## src/rtl/muldiv_sequencer.sv

```systemverilog
// HI/LO owner for MIPS MULT/MULTU/DIV/DIVU/MTHI/MTLO: shift-add multiply / restoring divide, WIDTH+1 busy cycles.
// stall = busy & (mdReq | rdHiLo); optional MULDIV_FAST_MUL_EN makes multiplies single-cycle at accept.
module muldiv_sequencer #(
    parameter int WIDTH = 32
) (
    input  logic             clk,
    input  logic             rst,
    input  logic             mdReq,
    input  logic [2:0]       mdOp,
    input  logic             rdHiLo,
    input  logic [WIDTH-1:0] srcA,
    input  logic [WIDTH-1:0] srcB,
    output logic [WIDTH-1:0] hi,
    output logic [WIDTH-1:0] lo,
    output logic             busy,
    output logic             stall
);
    localparam int CW = (WIDTH > 1) ? $clog2(WIDTH) : 1;

    localparam logic [2:0] OP_MULT  = 3'd1;
    localparam logic [2:0] OP_MULTU = 3'd2;
    localparam logic [2:0] OP_DIV   = 3'd3;
    localparam logic [2:0] OP_DIVU  = 3'd4;
    localparam logic [2:0] OP_MTHI  = 3'd5;
    localparam logic [2:0] OP_MTLO  = 3'd6;

    typedef enum logic [1:0] {S_IDLE, S_RUN, S_FIXUP} state_t;

    state_t               state_q, state_d;
    logic [CW-1:0]        cnt_q, cnt_d;
    logic [2*WIDTH-1:0]   acc_q, acc_d;
    logic [WIDTH-1:0]     opnd_q, opnd_d;
    logic                 is_div_q, is_div_d;
    logic                 neg_res_q, neg_res_d;
    logic                 neg_rem_q, neg_rem_d;
    logic                 div_zero_q, div_zero_d;
    logic [WIDTH-1:0]     hi_q, hi_d;
    logic [WIDTH-1:0]     lo_q, lo_d;
    logic                 busy_q, busy_d;

    logic             op_mul, op_div, op_signed, accept, accept_seq;
    logic [WIDTH-1:0] abs_a, abs_b;
    logic [WIDTH:0]   mul_sum;
    logic [WIDTH:0]   div_shift;
    logic             div_ge;
    logic [WIDTH-1:0] div_diff;
    logic [2*WIDTH-1:0] mul_step, div_step;
    logic [WIDTH-1:0] quot, rem;

    always_comb begin
        op_mul    = (mdOp == OP_MULT) || (mdOp == OP_MULTU);
        op_div    = (mdOp == OP_DIV)  || (mdOp == OP_DIVU);
        op_signed = (mdOp == OP_MULT) || (mdOp == OP_DIV);
        accept    = (state_q == S_IDLE) && mdReq && (op_mul || op_div);
        abs_a     = (op_signed && srcA[WIDTH-1]) ? -srcA : srcA;
        abs_b     = (op_signed && srcB[WIDTH-1]) ? -srcB : srcB;
    end

`ifdef MULDIV_FAST_MUL_EN
    logic [2*WIDTH-1:0] fast_prod;

    // Sign-extending to 2*WIDTH makes the unsigned product equal the signed one mod 2^(2*WIDTH).
    always_comb begin
        if (op_signed)
            fast_prod = {{WIDTH{srcA[WIDTH-1]}}, srcA} * {{WIDTH{srcB[WIDTH-1]}}, srcB};
        else
            fast_prod = {{WIDTH{1'b0}}, srcA} * {{WIDTH{1'b0}}, srcB};
        accept_seq = accept && op_div;
    end
`else
    always_comb begin
        accept_seq = accept;
    end
`endif

    // Multiply: acc = {partial product, remaining multiplier}; divide: acc = {remainder, dividend/quotient}.
    always_comb begin
        mul_sum   = {1'b0, acc_q[2*WIDTH-1:WIDTH]} + {1'b0, (acc_q[0] ? opnd_q : {WIDTH{1'b0}})};
        mul_step  = {mul_sum, acc_q[WIDTH-1:1]};
        div_shift = {acc_q[2*WIDTH-1:WIDTH], acc_q[WIDTH-1]};
        div_ge    = div_shift >= {1'b0, opnd_q};
        div_diff  = div_shift[WIDTH-1:0] - opnd_q;
        div_step  = div_ge ? {div_diff, acc_q[WIDTH-2:0], 1'b1}
                           : {acc_q[2*WIDTH-2:0], 1'b0};
        quot      = acc_q[WIDTH-1:0];
        rem       = acc_q[2*WIDTH-1:WIDTH];
    end

    always_comb begin
        state_d    = state_q;
        cnt_d      = cnt_q;
        acc_d      = acc_q;
        opnd_d     = opnd_q;
        is_div_d   = is_div_q;
        neg_res_d  = neg_res_q;
        neg_rem_d  = neg_rem_q;
        div_zero_d = div_zero_q;
        hi_d       = hi_q;
        lo_d       = lo_q;
        case (state_q)
            S_IDLE: begin
                if (mdReq && mdOp == OP_MTHI) hi_d = srcA;
                if (mdReq && mdOp == OP_MTLO) lo_d = srcA;
`ifdef MULDIV_FAST_MUL_EN
                if (accept && op_mul) {hi_d, lo_d} = fast_prod;
`endif
                if (accept_seq) begin
                    state_d    = S_RUN;
                    cnt_d      = CW'(WIDTH - 1);
                    is_div_d   = op_div;
                    neg_res_d  = op_signed && (srcA[WIDTH-1] ^ srcB[WIDTH-1]);
                    neg_rem_d  = op_signed && srcA[WIDTH-1];
                    div_zero_d = op_div && (srcB == '0);
                    acc_d      = {{WIDTH{1'b0}}, (op_div ? abs_a : abs_b)};
                    opnd_d     = op_div ? abs_b : abs_a;
                end
            end
            S_RUN: begin
                acc_d = is_div_q ? div_step : mul_step;
                if (cnt_q == '0) state_d = S_FIXUP;
                else             cnt_d   = cnt_q - CW'(1);
            end
            S_FIXUP: begin
                if (is_div_q) begin
                    // Divide by zero leaves rem = |dividend|, so the hi fixup restores the original srcA.
                    lo_d = div_zero_q ? {WIDTH{1'b1}} : (neg_res_q ? -quot : quot);
                    hi_d = neg_rem_q ? -rem : rem;
                end else begin
                    {hi_d, lo_d} = neg_res_q ? -acc_q : acc_q;
                end
                state_d = S_IDLE;
            end
            default: state_d = S_IDLE;
        endcase
        busy_d = (state_d != S_IDLE);
    end

    always_ff @(posedge clk) begin
        if (rst) begin
            state_q    <= S_IDLE;
            cnt_q      <= '0;
            acc_q      <= '0;
            opnd_q     <= '0;
            is_div_q   <= 1'b0;
            neg_res_q  <= 1'b0;
            neg_rem_q  <= 1'b0;
            div_zero_q <= 1'b0;
            hi_q       <= '0;
            lo_q       <= '0;
            busy_q     <= 1'b0;
        end else begin
            state_q    <= state_d;
            cnt_q      <= cnt_d;
            acc_q      <= acc_d;
            opnd_q     <= opnd_d;
            is_div_q   <= is_div_d;
            neg_res_q  <= neg_res_d;
            neg_rem_q  <= neg_rem_d;
            div_zero_q <= div_zero_d;
            hi_q       <= hi_d;
            lo_q       <= lo_d;
            busy_q     <= busy_d;
        end
    end

    assign hi    = hi_q;
    assign lo    = lo_q;
    assign busy  = busy_q;
    assign stall = busy_q & (mdReq | rdHiLo);

endmodule

```

## config.mk

```make
export PLATFORM = sky130hd
export DESIGN_NAME = muldiv_sequencer
export DESIGN_NICKNAME = d
export VERILOG_FILES = /design/src/rtl/muldiv_sequencer.sv
export SDC_FILE = /design/constraint.sdc
export NUM_CORES = 1
export LEC_CHECK = 0
export CAP_MARGIN = 20
export CORE_ASPECT_RATIO = 0.7
export CORE_UTILIZATION = 30
export DETAILED_ROUTE_END_ITERATION = 7
export SYNTH_ARGS = -nofsm -noshare
export SYNTH_HDL_FRONTEND = slang
export SYNTH_SLANG_ARGS = --single-unit
export TNS_END_PERCENT = 30
```

## constraint.sdc

```tcl
create_clock -name clk -period 8.2 [get_ports clk]
set_clock_uncertainty 0.15 [all_clocks]
set_input_delay 1.64 -clock clk [delete_from_list [all_inputs] [get_ports clk]]
set_output_delay 1.64 -clock clk [all_outputs]
set_load 0.02 [all_outputs]
```

# Word-level counts from Yosys, hierarchy flattened
# Cells that the tools add are included.
[word_totals] rom_bits=0 latch_bits=0 memories=0 output_inout_bits=66 mem_bits_rw=0 reg_bits=172
[classes] n_mul=0 n_div=0 n_addsub=8 n_bitwise=3 shifts=0 n_eq_ne=12 order_cmp=1 n_reduce_logical=23 n_mux=25
[ops] cell="two-way mux 32 bit" n=12
[ops] cell="two-way mux 64 bit" n=4
[ops] cell="negator 32 bit" n=4
[ops] cell="case mux 32 bit (2 select lines)" n=2
[ops] cell="case mux 64 bit (2 select lines)" n=1
[ops] cell="negator 64 bit" n=1
[ops] cell="adder 32 x 32 -> 33 bit" n=1
[ops] cell="greater-or-equal comparator 33 x 32 -> 1 bit" n=1
[ops] cell="zero test 32 bit" n=1
[ops] cell="subtractor 32 bit" n=1
[ops] cell="two-way mux 5 bit" n=2
[ops] cell="case mux 5 bit (2 select lines)" n=1
[ops] cell="== test 3 bit, second input constant" n=3
[ops] cell="logical AND 1 bit" n=8
[ops] cell="AND reduction 2 bit" n=4
[ops] cell="== test 3 x 2 -> 1 bit, second input constant" n=2
[ops] cell="nonzero test 2 bit" n=3
[ops] cell="zero test 5 bit" n=1
[ops] cell="subtractor 5 x 1 -> 5 bit, second input constant" n=1
[ops] cell="logical OR 1 bit" n=4
[ops] cell="two-way mux 2 bit" n=2
[ops] cell="inequality test 2 x 1 -> 1 bit, second input constant" n=2
[ops] cell="inequality test 2 bit, second input constant" n=2
[ops] cell="case mux 2 bit (2 select lines)" n=1
[ops] cell="8 further kinds" n=8

# Longest topological paths before layout
[depth] word_depth=7 mapped_depth=14 depth_no_buf=13

# Worst setup path before layout
# OpenSTA, ideal clock, no wires.
[synth_path] path_kind="input-to-reg" start="in srcB[9]" end="reg acc_q[27]" t_arrival_ns=3.868 setup_time_ns=0.114 cell_stages=9 path_slack_ns=4.068 cell_sequence="or4_4 > or4_4 > nor4b_4 > nand2_4 > o41ai_2 > xor2_1 > nand2_1 > a21oi_1 > a2111oi_0"
[synth_between] elab_chain_cells=5
[synth_lines] item="start, declared" line_no="12" text="input logic [WIDTH-1:0] srcB,"
[synth_lines] item="negator 32 bit" line_no="56" text="abs_b = (op_signed && srcB[WIDTH-1]) ? -srcB : srcB;"
[synth_lines] item="two-way mux 32 bit" line_no="56"
[synth_lines] item="two-way mux 32 bit" line_no="114" text="acc_d = {{WIDTH{1'b0}}, (op_div ? abs_a : abs_b)};"
[synth_lines] item="two-way mux 64 bit" line_no="107" text="if (accept_seq) begin"
[synth_lines] item="case mux 64 bit (2 select lines)" line_no="100" text="case (state_q)"
[synth_lines] item="end signal, assigned" line_no="142" text="acc_q <= '0;"
[synth_lines] item="end signal, assigned" line_no="154" text="acc_q <= acc_d;"
[synth_lines] item="end, declared" line_no="31" text="logic [2*WIDTH-1:0] acc_q, acc_d;"
# No other way between the ends. The select of a mux whose other input is x is not followed.
# A chain may end at the register's enable or synchronous reset.

# Final worst setup path
[layout_path] start="reg acc_q[0]" end="reg acc_q[58]"
[layout_between] elab_chain_cells=4
[layout_lines] item="two-way mux 32 bit" line_no="78" text="mul_sum = {1'b0, acc_q[2*WIDTH-1:WIDTH]} + {1'b0, (acc_q[0] ? opnd_q : {WIDTH{1'b0}})};"
[layout_lines] item="adder 32 x 32 -> 33 bit" line_no="78"
[layout_lines] item="two-way mux 64 bit" line_no="119" text="acc_d = is_div_q ? div_step : mul_step;"
[layout_lines] item="case mux 64 bit (2 select lines)" line_no="100"
# No other way between the ends.

==> flow_summary.toml <==
[pwr]
vdd_drop_max_v = 0.000143
leakage_uw = 0.00676
finalPower_uw = 2910
powerDensity_nw_per_um2 = 170

[clock_tree]
clock-root-buffer = "clkbuf_16"
clock_latency_ns = 0.47
cts_resized = 0
postCtsHoldBufs = 0
htreeDepth = 4
cts_tree = "built"
cts.sinks = 172
numCtsBuffers = 17
cts_buffer_depth = 2
path_clk_slew_ns = 0.08
postCtsSetupBuffers = 0

[timing]
min_period_ns = 4.86
rsz0062_at_grt = "no"
maxSlewViolCount = 0
holdWs_ns = 0.305
hold_violations = 0
setup_tns_ns = 0
fmax_ghz = 0.206
tightestPinTransition_ns = 1.03
fin_crit_sh = 0.593
finalSetupViolations = 0
relSlewSlack = 0.295

[yosys]
synth_top_area_share = 0.235
yosysTopAreaCell = "dfxtp_1"
synth_nets = 2087
synthCells = 1944
yosys_register_bits = 172
syn_avg_cell_area_sq_um = 7.54
ys_async_sr_fraction = 0
ys_seq_area_frac = 0.235
synth_edf_count = 0
yosysWarnings = 0
yosys_most_used_dff = "dfxtp_1"
synth.distinct_cells = 76
netlist_area_sq_um = 14700
synth_area_leaders = "dfxtp_1, mux2i_1, a21oi_1"

[floorplanning]
rows = 67
initial_core_util = 0.305
placeableCoreArea_sq_um = 48000
die_w_um = 266
dieArea_sq_um = 49700
die_y_um = 187
io_pins = 137

[place]
placedInstanceArea_sq_um = 16500
gp_congestion = 0.968
io_buffers = 136
dp_hpwl_mm = 47.9

[worst_setup_path]
r2r-start = "acc_q[0]$_SDFFE_PP0P_"
cp.arrival_ns = 5.06
r2r_end = "acc_q[58]$_SDFFE_PP0P_"
r2r_slack_ns = 3.34
crit_path_end = "acc_q[58]$_SDFFE_PP0P_"
start_kind = "register"
end_kind = "register"
r2r_cells = 13
crit_required_ns = 8.40
worst-path-max-fanout = 30
crit_path_start = "acc_q[0]$_SDFFE_PP0P_"
critPathKind = "register to register"

[worst_hold_path]
min-delay-path-class = "register to register"

[drt]
drtIter0Drc = 2455
dr.pass1.iters = 6
final_antenna_net_count = 0
via_per_inst = 5.97
drc = 0
routed_wl_mm = 62.9
num_vias = 15900
wl_per_cell_um = 23.7

[finish]
final_nets = 2129
diodes = 0
design_area_sq_um = 17100
area_growth_pct = 16.9
drive_above_1_share = 0.0465

[status]
outcome = "completed"

[grt]
grt_overflow = 0
grt_pass1_wl_mm = 93.4
grt_max_degree = 92
antenna_found_initial = 1
grt_pass1_vias = 14400
grt.total_usage = 0.249

[job]
cap_violations = 0
how the worst min path moves through the flow:
stage                                  from                      end  slack [ns]  cells past startpoint
CTS                  opnd_q[5]$_SDFFE_PP0P_   opnd_q[5]$_SDFFE_PP0P_        0.31                      2
detailed placement   opnd_q[5]$_SDFFE_PP0P_   opnd_q[5]$_SDFFE_PP0P_        0.30                      2
finish               opnd_q[5]$_SDFFE_PP0P_   opnd_q[5]$_SDFFE_PP0P_        0.30                      2
global route         opnd_q[8]$_SDFFE_PP0P_   opnd_q[8]$_SDFFE_PP0P_        0.33                      2
floorplan           opnd_q[11]$_SDFFE_PP0P_  opnd_q[11]$_SDFFE_PP0P_        0.28                      2
global placement    opnd_q[19]$_SDFFE_PP0P_  opnd_q[19]$_SDFFE_PP0P_        0.29                      2
worst max-delay path: stages (launching register included):
cell and delay (ns):
dfxtp_1 0.45, inv_1 0.23, buf_4 0.43, nor2_1 0.08, ha_1 0.27, a211oi_1 0.54, o211ai_1 0.27, a21o_1 0.27
a21oi_1 0.49, nor3_1 0.13, a2111oi_0 0.92, mux2i_1 0.15, o21ai_0 0.20, o211ai_1 0.11
registers in the layout, summed over array words and instances, names as in the netlist:
signal	count
cnt_q	5
state_q	2
is_div_q	1
neg_res_q	1
hi	32
busy	1
div_zero_q	1
opnd_q	32
lo	32
acc_q	64
neg_rem_q	1
layer usage:
| metal | wire length (um) | global-route usage |
|---|---|---|
| met4 | 1390 | 0.0656 |
| met2 | 22400 | 0.304 |
| met5 | 13 | 0 |
| met3 | 8690 | 0.0821 |
| met1 | 30400 | 0.395 |
power by group:
group / total, uW / internal (uW) / switching (uW)
Sequential: 999 / 896 / 103
Combinational: 1040 / 379 / 660
Clock: 871 / 441 / 430
Total: 2910 / 1720 / 1190
layout by cell type (no fill, tap or decap), types with 7 or more instances in the layout:
| master | n |
|---|---|
| o221ai_1 | 7 |
| xor2_1 | 88 |
| nand2_1 | 174 |
| clkbuf_16 | 17 |
| a22o_1 | 9 |
| inv_1 | 67 |
| o211ai_1 | 35 |
| clkdlybuf4s50_1 | 135 |
| xnor2_1 | 85 |
| nor2_1 | 206 |
| and2_1 | 12 |
| mux2i_1 | 94 |
| or4_1 | 15 |
| dfxtp_1 | 171 |
| o31ai_1 | 25 |
| o21bai_1 | 9 |
| nand3_1 | 27 |
| o41ai_1 | 13 |
| nor3_1 | 44 |
| nor4_1 | 16 |
| or3_1 | 19 |
| nand4_1 | 13 |
| or2_2 | 7 |
| a21oi_1 | 179 |
| a211oi_1 | 86 |
| nand2b_1 | 20 |
| buf_4 | 26 |
| a221o_1 | 11 |
| o21a_1 | 7 |
| and4_1 | 10 |
| o21ai_0 | 76 |
| nor2b_1 | 9 |
| a221oi_1 | 45 |
| a22oi_1 | 12 |
| ha_1 | 70 |
| and3_1 | 17 |
| a311oi_1 | 9 |
| a31oi_1 | 16 |
| a21o_1 | 26 |
layout make-up:
type                            instances  area (sq um)
Clock buffer                           18           439
Clock inverter                         14           158
Fill cell                            5015         30900
Inverter                               67           251
Multi-Input combinational cell       1567         10500
Sequential cell                       172          3440
Tap cell                              655           820
Timing Repair Buffer                  161          1550
Yosys cell counts, types with 25 or more instances:
cell type	count
nor2_1	207
a21oi_1	180
nand2_1	174
dfxtp_1	172
clkbuf_1	114
mux2i_1	94
xor2_1	88
a211oi_1	86
xnor2_1	85
o21ai_0	77
ha_1	70
inv_1	67
a221oi_1	45
nor3_1	45
o211ai_1	35
nand3_1	28
a21o_1	26
o31ai_1	25
cells by family after synthesis:
logic type / share of synthesized area
compound gates: 0.281
simple gates: 0.198
buf+inv: 0.0537
xor+xnor: 0.103
flops: 0.235
mux: 0.0665
fa+ha+maj: 0.0625
through the flow:
step           cells  setup slack (ns)  utilization
2_1_floorplan   1944              4.07            -
3_5_place_dp    2622              3.22        0.344
4_1_cts         2654              3.46        0.357
3_3_place_gp    2622              3.29        0.344
5_1_grt         2654              3.28        0.357
6_report        2654              3.34        0.357
Note: power is estimated with default switching activity, not from simulation.
